--- config.mk ---
export PLATFORM = sky130hd
export DESIGN_NAME = fpu_op_sequencer
export DESIGN_NICKNAME = d
export VERILOG_FILES = /design/src/rtl/fpu_pkg.sv /design/src/rtl/fpu_pair_fifo.sv /design/src/rtl/fpu_op_sequencer.sv
export SDC_FILE = /design/constraint.sdc
export NUM_CORES = 1
export LEC_CHECK = 0
export ABC_AREA = 1
export BUFFER_PORTS_ARGS = -buffer_cell sky130_fd_sc_hd__buf_2
export CAP_MARGIN = 40
export CELL_PAD_IN_SITES_DETAIL_PLACEMENT = 1
export CELL_PAD_IN_SITES_GLOBAL_PLACEMENT = 1
export CORE_MARGIN = 10
export CORE_UTILIZATION = 40
export DETAILED_ROUTE_END_ITERATION = 8
export PLACE_DENSITY_LB_ADDON = 0.1
export SLEW_MARGIN = 20
export SYNTH_ARGS = -nofsm -noshare
export SYNTH_HDL_FRONTEND = slang
export SYNTH_SLANG_ARGS = --single-unit
--- constraint.sdc ---
create_clock -name clock100KHz -period 5.85 [get_ports clock100KHz]
set_input_delay 0.2925 -clock clock100KHz [delete_from_list [all_inputs] [get_ports clock100KHz]]
set_output_delay 0.2925 -clock clock100KHz [all_outputs]
set_load 0.02 [all_outputs]
--- src/rtl/fpu_pkg.sv ---
// Types and widths shared between the FPU core and its operand sequencer.
// Word layout: sign [31], exponent [30:25], mantissa [24:0].
package fpu_pkg;

  localparam int unsigned EXP_W  = 6;
  localparam int unsigned MANT_W = 25;
  localparam int unsigned WORD_W = 32;

  typedef enum logic [3:0] {
    StatusExact     = 4'b0001,
    StatusInexact   = 4'b0010,
    StatusOverflow  = 4'b0100,
    StatusUnderflow = 4'b1000
  } status_t;

  typedef enum logic [2:0] {
    StIdle,
    StLoad,
    StHold,
    StCapture,
    StOutput
  } seq_state_t;

  typedef struct packed {
    logic [WORD_W-1:0] op_a;
    logic [WORD_W-1:0] op_b;
  } op_pair_t;

  function automatic logic [EXP_W-1:0] word_exp(input logic [WORD_W-1:0] w);
    return w[WORD_W-2 -: EXP_W];
  endfunction

  function automatic logic [MANT_W-1:0] word_mant(input logic [WORD_W-1:0] w);
    return w[MANT_W-1:0];
  endfunction

endpackage

--- src/rtl/fpu_pair_fifo.sv ---
// DEPTH-entry synchronous FIFO for operand pairs. Full/empty come from the
// registered count, so a push on a full FIFO is refused even if a pop happens.
module fpu_pair_fifo #(
  parameter int unsigned DEPTH = 4,
  parameter int unsigned WIDTH = 64
) (
  input  logic                       clk,
  input  logic                       rst,
  input  logic                       push,
  input  logic [WIDTH-1:0]           wdata,
  input  logic                       pop,
  output logic [WIDTH-1:0]           rdata,
  output logic [$clog2(DEPTH):0]     count,
  output logic                       full,
  output logic                       empty
);

  localparam int unsigned PtrW = $clog2(DEPTH);

  logic [WIDTH-1:0]   mem [DEPTH];
  logic [PtrW-1:0]    wr_ptr_q, rd_ptr_q;
  logic [PtrW:0]      count_q;
  logic               push_ok, pop_ok;

  assign full    = (count_q == (PtrW+1)'(DEPTH));
  assign empty   = (count_q == '0);
  assign push_ok = push && !full;
  assign pop_ok  = pop && !empty;
  assign rdata   = mem[rd_ptr_q];
  assign count   = count_q;

  always_ff @(posedge clk) begin
    if (push_ok) begin
      mem[wr_ptr_q] <= wdata;
    end
  end

  // Pointers wrap naturally because DEPTH is a power of two.
  always_ff @(posedge clk or posedge rst) begin
    if (rst) begin
      wr_ptr_q <= '0;
      rd_ptr_q <= '0;
      count_q  <= '0;
    end else begin
      if (push_ok) wr_ptr_q <= wr_ptr_q + 1'b1;
      if (pop_ok)  rd_ptr_q <= rd_ptr_q + 1'b1;
      unique case ({push_ok, pop_ok})
        2'b10:   count_q <= count_q + 1'b1;
        2'b01:   count_q <= count_q - 1'b1;
        default: count_q <= count_q;
      endcase
    end
  end

endmodule

--- src/rtl/fpu_op_sequencer.sv ---
// Feeds buffered operand pairs to the free-running FPU, restarts it, waits out
// the hold window and returns the captured result over a valid/ready handshake.
module fpu_op_sequencer
  import fpu_pkg::*;
#(
  parameter int unsigned DEPTH       = 4,
  parameter int unsigned HOLD_CYCLES = 80
) (
  input  logic                    clock100KHz,
  input  logic                    reset,
  input  logic                    in_valid,
  output logic                    in_ready,
  input  logic [WORD_W-1:0]       in_op_a,
  input  logic [WORD_W-1:0]       in_op_b,
  output logic [WORD_W-1:0]       fpu_op_a,
  output logic [WORD_W-1:0]       fpu_op_b,
  output logic                    fpu_rst_n,
  input  logic [WORD_W-1:0]       fpu_data,
  input  logic [3:0]              fpu_status,
  output logic                    res_valid,
  input  logic                    res_ready,
  output logic [WORD_W-1:0]       res_data,
  output logic [3:0]              res_status,
  output logic                    busy,
  output logic [$clog2(DEPTH):0]  fifo_count
);

  localparam int unsigned HoldW = $clog2(HOLD_CYCLES + 1);

  seq_state_t        state_q, state_d;
  logic [HoldW-1:0]  hold_q, hold_d;
  op_pair_t          pair_q, fifo_rdata;
  logic              fifo_full, fifo_empty, pop, capture;

  fpu_pair_fifo #(
    .DEPTH (DEPTH),
    .WIDTH ($bits(op_pair_t))
  ) u_fifo (
    .clk   (clock100KHz),
    .rst   (reset),
    .push  (in_valid && in_ready),
    .wdata ({in_op_a, in_op_b}),
    .pop   (pop),
    .rdata (fifo_rdata),
    .count (fifo_count),
    .full  (fifo_full),
    .empty (fifo_empty)
  );

  assign in_ready = !fifo_full;
  assign busy     = (state_q != StIdle);
  assign fpu_op_a = pair_q.op_a;
  assign fpu_op_b = pair_q.op_b;

  always_comb begin
    state_d = state_q;
    hold_d  = hold_q;
    pop     = 1'b0;
    capture = 1'b0;
    unique case (state_q)
      StIdle: begin
        if (!fifo_empty) begin
          pop     = 1'b1;
          state_d = StLoad;
        end
      end
      StLoad: begin
        state_d = StHold;
        hold_d  = HoldW'(HOLD_CYCLES - 1);
      end
      StHold: begin
        if (hold_q == '0) state_d = StCapture;
        else              hold_d  = hold_q - 1'b1;
      end
      StCapture: begin
        capture = 1'b1;
        state_d = StOutput;
      end
      StOutput: begin
        if (res_ready) state_d = StIdle;
      end
      default: state_d = StIdle;
    endcase
  end

  always_ff @(posedge clock100KHz or posedge reset) begin
    if (reset) begin
      state_q    <= StIdle;
      hold_q     <= '0;
      pair_q     <= '0;
      fpu_rst_n  <= 1'b0;
      res_valid  <= 1'b0;
      res_data   <= '0;
      res_status <= '0;
    end else begin
      state_q   <= state_d;
      hold_q    <= hold_d;
      // Registered so the FPU sees a clean, glitch-free one-cycle restart pulse.
      fpu_rst_n <= (state_d != StLoad);
      if (pop) pair_q <= fifo_rdata;
      if (capture) begin
        res_data   <= fpu_data;
        res_status <= fpu_status;
        res_valid  <= 1'b1;
      end else if (state_q == StOutput && res_ready) begin
        res_valid  <= 1'b0;
      end
    end
  end

endmodule
Yosys cells after proc, flatten, opt, wreduce, memory -nomap -nowiden

Memory sizes are Yosys's and may differ from the RTL's. A register that Yosys moved wholly into a read port is not among the register bits.
Cells that the tools add are included.

Word-level logic and storage cells: 52
Output and inout port bits: 107
Register bits: 55
Memories kept: 1
Bits of input ports: 104
Memory bits (writable): 256

Muxes and demuxes: 14
Equality and inequality tests: 9
$add $sub $neg: 5
Reductions and logical operators: 14

Memories:

| name       | words | width | rd ports | clocked after Yosys merged registers in | write ports | RTL line            | text |
|---|---|---|---|---|---|---|---|
| u_fifo.mem | 4     | 64    | 1        | 1                                       | 1           | fpu_pair_fifo.sv:20 | `logic [WIDTH-1:0] mem [DEPTH];` |

Operators by type and width:

| kind                                                   | number |
|---|---|
| case mux 3 bit (5 select lines)                        | 1 |
| case mux 7 bit (2 select lines)                        | 1 |
| 2-to-1 mux 3 bit                                       | 3 |
| zero test 7 bit                                        | 1 |
| 2-to-1 mux 1 bit                                       | 7 |
| 2-to-1 mux 7 bit                                       | 1 |
| subtractor 7 x 1 -> 7 bit (second input constant)      | 1 |
| equality test 3 x 2 -> 1 bit (second input constant)   | 2 |
| equality test 3 bit (second input constant)            | 2 |
| zero test 3 bit                                        | 2 |
| case mux 3 bit (2 select lines)                        | 1 |
| nonzero test 2 bit                                     | 3 |
| adder 2 x 1 -> 2 bit (second input constant)           | 2 |
| logical AND 1 bit                                      | 4 |
| adder 3 x 1 -> 3 bit (second input constant)           | 1 |
| equality test 3 x 1 -> 1 bit (second input constant)   | 1 |
| inequality test 3 x 1 -> 1 bit (second input constant) | 1 |
| nonzero test 3 bit                                     | 1 |
| subtractor 3 x 1 -> 3 bit (second input constant)      | 1 |
| equality test 2 x 1 -> 1 bit (second input constant)   | 1 |
| equality test 2 bit (second input constant)            | 1 |
| zero test 1 bit                                        | 2 |
| inequality test 2 bit (second input constant)          | 1 |
| AND reduction 2 bit                                    | 1 |

Logic depth before layout (Yosys ltp)

Word-level depth: 6
Gate-level depth with buffers: 11
Mapped depth without buffers: 10

By module

Synthesis repeated with hierarchy kept, for this count alone.

Cell total of the unflattened synthesis: 1236
Area, all modules: 15084.5 um2

By module, submodules not included:

| module           | area an instance (um2) | times used | cells an instance |
|---|---|---|---|
| fpu_pair_fifo    | 10646.5                | 1          | 809 |
| fpu_op_sequencer | 4438.0                 | 1          | 427 |

Worst setup path after synthesis

Ideal clock, no wire load.

Kind: register to register
Start point: register u_fifo.count_q[1] (netlist: u_fifo.count[1])
End point: memory u_fifo.mem[0][0] (enable)
Arrival: 3.733 ns
Buffers on the path: 0
Slack: 1.630 ns
Library setup time: 0.487 ns
Stages on the path, launching flop included: 5
Path through: dfrtp_1 > inv_1 > nand3_1 > nand2_1 > nor2_1

Longest elaborated chain between the ends: 6

Ends and longest elaborated chain:

| element                                  | RTL line               | text |
|---|---|---|
| start: declaration                       | fpu_pair_fifo.sv:22    | `logic [PtrW:0] count_q;` |
| start signal: assignment                 | fpu_pair_fifo.sv:48    | `2'b10: count_q <= count_q + 1'b1;` |
| start signal: assignment                 | fpu_pair_fifo.sv:49    | `2'b01: count_q <= count_q - 1'b1;` |
| start signal: assignment                 | fpu_pair_fifo.sv:50    | `default: count_q <= count_q;` |
| equality test 3 bit *                    | fpu_pair_fifo.sv:25    | `assign full = (count_q == (PtrW+1)'(DEPTH));` |
| zero test 1 bit *                        | fpu_op_sequencer.sv:50 | `assign in_ready = !fifo_full;` |
| net in_ready                             | fpu_op_sequencer.sv:12 | `output logic in_ready,` |
| logical AND 1 bit                        | fpu_op_sequencer.sv:41 | `.push (in_valid && in_ready),` |
| logical AND 1 bit *                      | fpu_pair_fifo.sv:27    | `assign push_ok = push && !full;` |
| 2-to-1 mux 1 bit *                       | fpu_pair_fifo.sv:33    | `if (push_ok) begin` |
| 2-to-1 mux 1 bit (implied by the code) * | fpu_pair_fifo.sv:34    | `mem[wr_ptr_q] <= wdata;` |
| end: declaration                         | fpu_pair_fifo.sv:20    |  |

The timed path passes the listed nets; every way through them passes the cells marked *.

Final worst setup path

Start point: register u_fifo.count_q[0] (netlist: u_fifo.count[0])
End point: memory u_fifo.mem[2][31] (enable)

Longest elaborated chain between the ends: 6

Ends and longest elaborated chain:

| element                                  | RTL line |
|---|---|
| equality test 3 bit *                    | fpu_pair_fifo.sv:25 |
| zero test 1 bit *                        | fpu_pair_fifo.sv:27, fpu_op_sequencer.sv:50 |
| logical AND 1 bit                        | fpu_op_sequencer.sv:41 |
| logical AND 1 bit *                      | fpu_pair_fifo.sv:27 |
| 2-to-1 mux 1 bit *                       | fpu_pair_fifo.sv:33 |
| 2-to-1 mux 1 bit (implied by the code) * | fpu_pair_fifo.sv:34 |

Mark *: on every way between the ends. The rest lies on a longest branch, timed or not.

==> out/summary.md <==
The run finished with clean final reports. Tracing the worst setup path back leads to its startpoint at u_fifo.count[0]. Net count of the mapped netlist: 1260. The cell depth of the worst hold path was 1. The slowest stage of the critical path is the nor2_4 cell.

In this run, placement finished with an instance count of 1776. The logs give 0 for the remaining number of nets flagged by the antenna check after routing and 1561 for the number of nets in the layout. The total number of yosys warnings is 0. A synthesized cell averages 12.6 um2. For the detailed placer's ending HPWL, the log shows 21900 um. For this run, design rule violations remaining after detail routing come to 0.

From synthesis to final layout, the design area changed by 26.3%. The logs give 10.1 mW for the overall power consumption and 0.406 for the starting density of the core. The count of cells along the worst register-to-register path is 6, and the global-route met3 utilization is 0.0316. The met2 track demand over resource in global routing was 0.275; the synthesized flop and latch total was 375. For the final routed database, the setup TNS stands at 0 ns. TritonCTS built the clock tree. Global routing finished with a remaining overflow of 0.

Entering global routing, the biggest net connects 73 pins. Between clock sinks in the finished design, the worst skew comes to 0.0156 ns. The run gives 91 as the number of hold-repair buffers added at the cts stage. The remaining max-slew budget at the tightest pin was 0.477; the power density of the placed cells was 555 mW/mm2. Derived from the worst setup path, the maximum achievable clock frequency is 388 MHz.

Setup repair after global routing left no endpoint under its margin. Maximum single-stage delay on the critical path: 0.49 ns. Routability-driven placement finished with a final weighted congestion of 0.725.

Along the worst path, the maximum fanout reaches 36. Share of the clock period used by the worst path: 0.440. In this run the cell area of the synthesized design comes to 0.0144 mm2.

The tools report the overall track demand over capacity in global routing as 0.163. The classification of the worst setup path is reg2reg. The layout has 3695 filler cells. I/O pin total: 211. The tools report the sequential cell area fraction in the yosys report as 0.739. The maximum buffer depth of the clock tree came out at 3. At the pin with the least slew margin, the transition time is 0.784 ns. The count of buffers added on input and output ports is 210.

The worst hold path begins at in_op_b[8]. Summing all flip-flop and latch instances after layout gives 0.0107 mm2. The floorplan die area was 0.0441 mm2.

Traced cell by cell, the critical path runs through inv_1 -> nand3_1 -> nand2_1 -> nor2_4 -> buf_16 -> buf_4. The final critical-path required period was 2.58 ns. Dividing the detail-routed wire length by the instance count gives 18.8 um. The share of final-layout standard cells stronger than drive strength 1 works out to 0.229. Leaving out filler cells and counting taps, the final layout contains 1946. The setup fix buffers added after clock tree synthesis was 0. After the first detailed-routing iteration, the DRC count stood at 499. The y dimension of the die was 210 um.

VDD sags by at most 291 uV. In this run the critical register-to-register path is launched from u_fifo.count[0]. The total CTS buffers is 40, and the data required time at the worst endpoint is 6.00 ns.

The min-delay analysis places its worst path in the category in2reg. met2 is the most crowded layer. The number of global-route vias before repair came out at 10300.

Sort of element at the end of the critical path: a flip-flop. The core footprint is 0.0356 mm2, and the via count normalized by instance count is 4.90. The top cell types in the final layout, fill and taps aside, are edfxtp_1 (256), buf_2 (210), nand2_1 (207), nor2_1 (203), o21ai_0 (165). The number of antenna violations at the first check in global routing is 3, and the core utilization of the finished layout is 0.512.

The tree is rooted in a clkbuf_16. In the final layout, the multi-input gates occupy 0.00337 mm2. For the number of pins with negative max-slew slack in the final report, the log shows 0. Summed over all cells, the static leakage comes to 7.43 nW. The netlist uses 29 different library cells.

The first TritonRoute pass finished after 4 iterations. The library cell used most frequently in the layout, excluding fill and tap cells, is edfxtp_1. The later pin in the worst-skew pair is clocked with a latency of 0.53 ns. The number of max-cap violations is 0, and the final wirelength is 36600 um. Detailed routing inserted a total of 9534 vias.

The run gives 0.216 as the met1 demand-to-capacity share in global routing. The level count of the clock H-tree is 2, and the die span in x is 210 um. Clock-pin slew was measured on the worst setup and hold paths at 0.06 ns.

The number of cells produced by synthesis came out at 1149. Setup violations remaining at the end of the flow were counted as 0. The wire length of the first global-routing pass is 58300 um, and the total number of placement rows is 69.

The worst setup path is launched from a flip-flop. The tools report the critical path data arrival time as 2.73 ns. The hold violation total from the final report was 0; the post-cts repair resize count was 0. For the number of clock sinks, the log shows 375.
metal layers:
metal  vias to the layer above  share of wire  wire, um
met4                         0          0.013       467
met3                        35          0.044      1610
met1                      4739           0.46     16900
met2                       206           0.48     17600
li1                       4554              -         -
met5                         -              0         0
worst max-delay path: cells and delay by family, from the launching register on:
family	cells	cell delay [ns]
flops	1	0.43
simple gates	3	0.91
buf+inv	3	0.80
cells in the mapped netlist (all sizes together):
library cell	count	area, um2
buf	40	269
nor3	3	26.3
o21bai	1	7.51
nand2	208	783
nand4	3	18.8
mux2	36	473
edfxtp	256	7690
ha	6	75.1
nor2	208	783
nand3	12	65.1
xnor2	1	8.76
xor2	3	26.3
o21ai	201	1010
inv	26	97.6
clkbuf	20	75.1
a41oi	1	8.76
dfrtp	119	2980
fa	1	20.0
a21oi	4	23.8
state kept, by name, indices dropped and copies added (netlist names):
register and cells:
state_q 3, res_status 4, fpu_op_b 32, u_fifo.count 3, fpu_rst_n 1, hold_q 7, u_fifo.rd_ptr_q 2, res_data 32
fpu_op_a 32, res_valid 1, u_fifo.mem 256, u_fifo.wr_ptr_q 2
cell families after synthesis:
group,count (synthesis),share of synthesized area
AOI/OAI and AO/OA,207,0.0725
xor gates and xnor gates,4,0.00243
adders and majority gates,7,0.00659
buffers and inverters,86,0.0306
DFF,375,0.739
muxes,36,0.0328
and+or+nand+nor,434,0.116
metrics by stage:
| step | cell area (um2) | worst slack [ns] | hold WS [ns] |
|---|---|---|---|
| floorplan | 14400 | 1.63 | 0.391 |
| global placement | 15800 | 2.98 | 0.441 |
| detailed placement | 16000 | 3.21 | 0.449 |
| CTS | 18200 | 3.19 | 0.00167 |
| global route | 18200 | 3.06 | 0.000187 |
| finish | 18200 | 3.27 | 0.0132 |
worst paths after layout:
kind / endpoint / slack (ns)
min in group asynchronous: fpu_op_b[24] / 0.42
worst max register to register: u_fifo.mem[2][31] / 3.27
worst min-delay path: u_fifo.mem[0][8] / 0.01
worst min register to register: fpu_op_b[28] / 0.47
max in group asynchronous: u_fifo.count[0] / 4.42
worst max-delay path: u_fifo.mem[2][31] / 3.27
layout make-up:
cell class	count	area share
Clock inverter	16	0.00735
Sequential cell	375	0.586
Inverter	26	0.00577
Tap cell	461	0.0316
Multi-Input combinational cell	688	0.185
Antenna cell	3	0.000412
Clock buffer	58	0.0632
Timing Repair Buffer	319	0.121
where the power goes:
group          total [mW]  leakage (nW)  internal, mW  switching, mW
Clock                2.46         0.629          1.46           1.00
Combinational        3.62          3.03          1.20           2.42
Sequential           4.04          3.77          3.66          0.381
(Power assumes the default switching activity.)
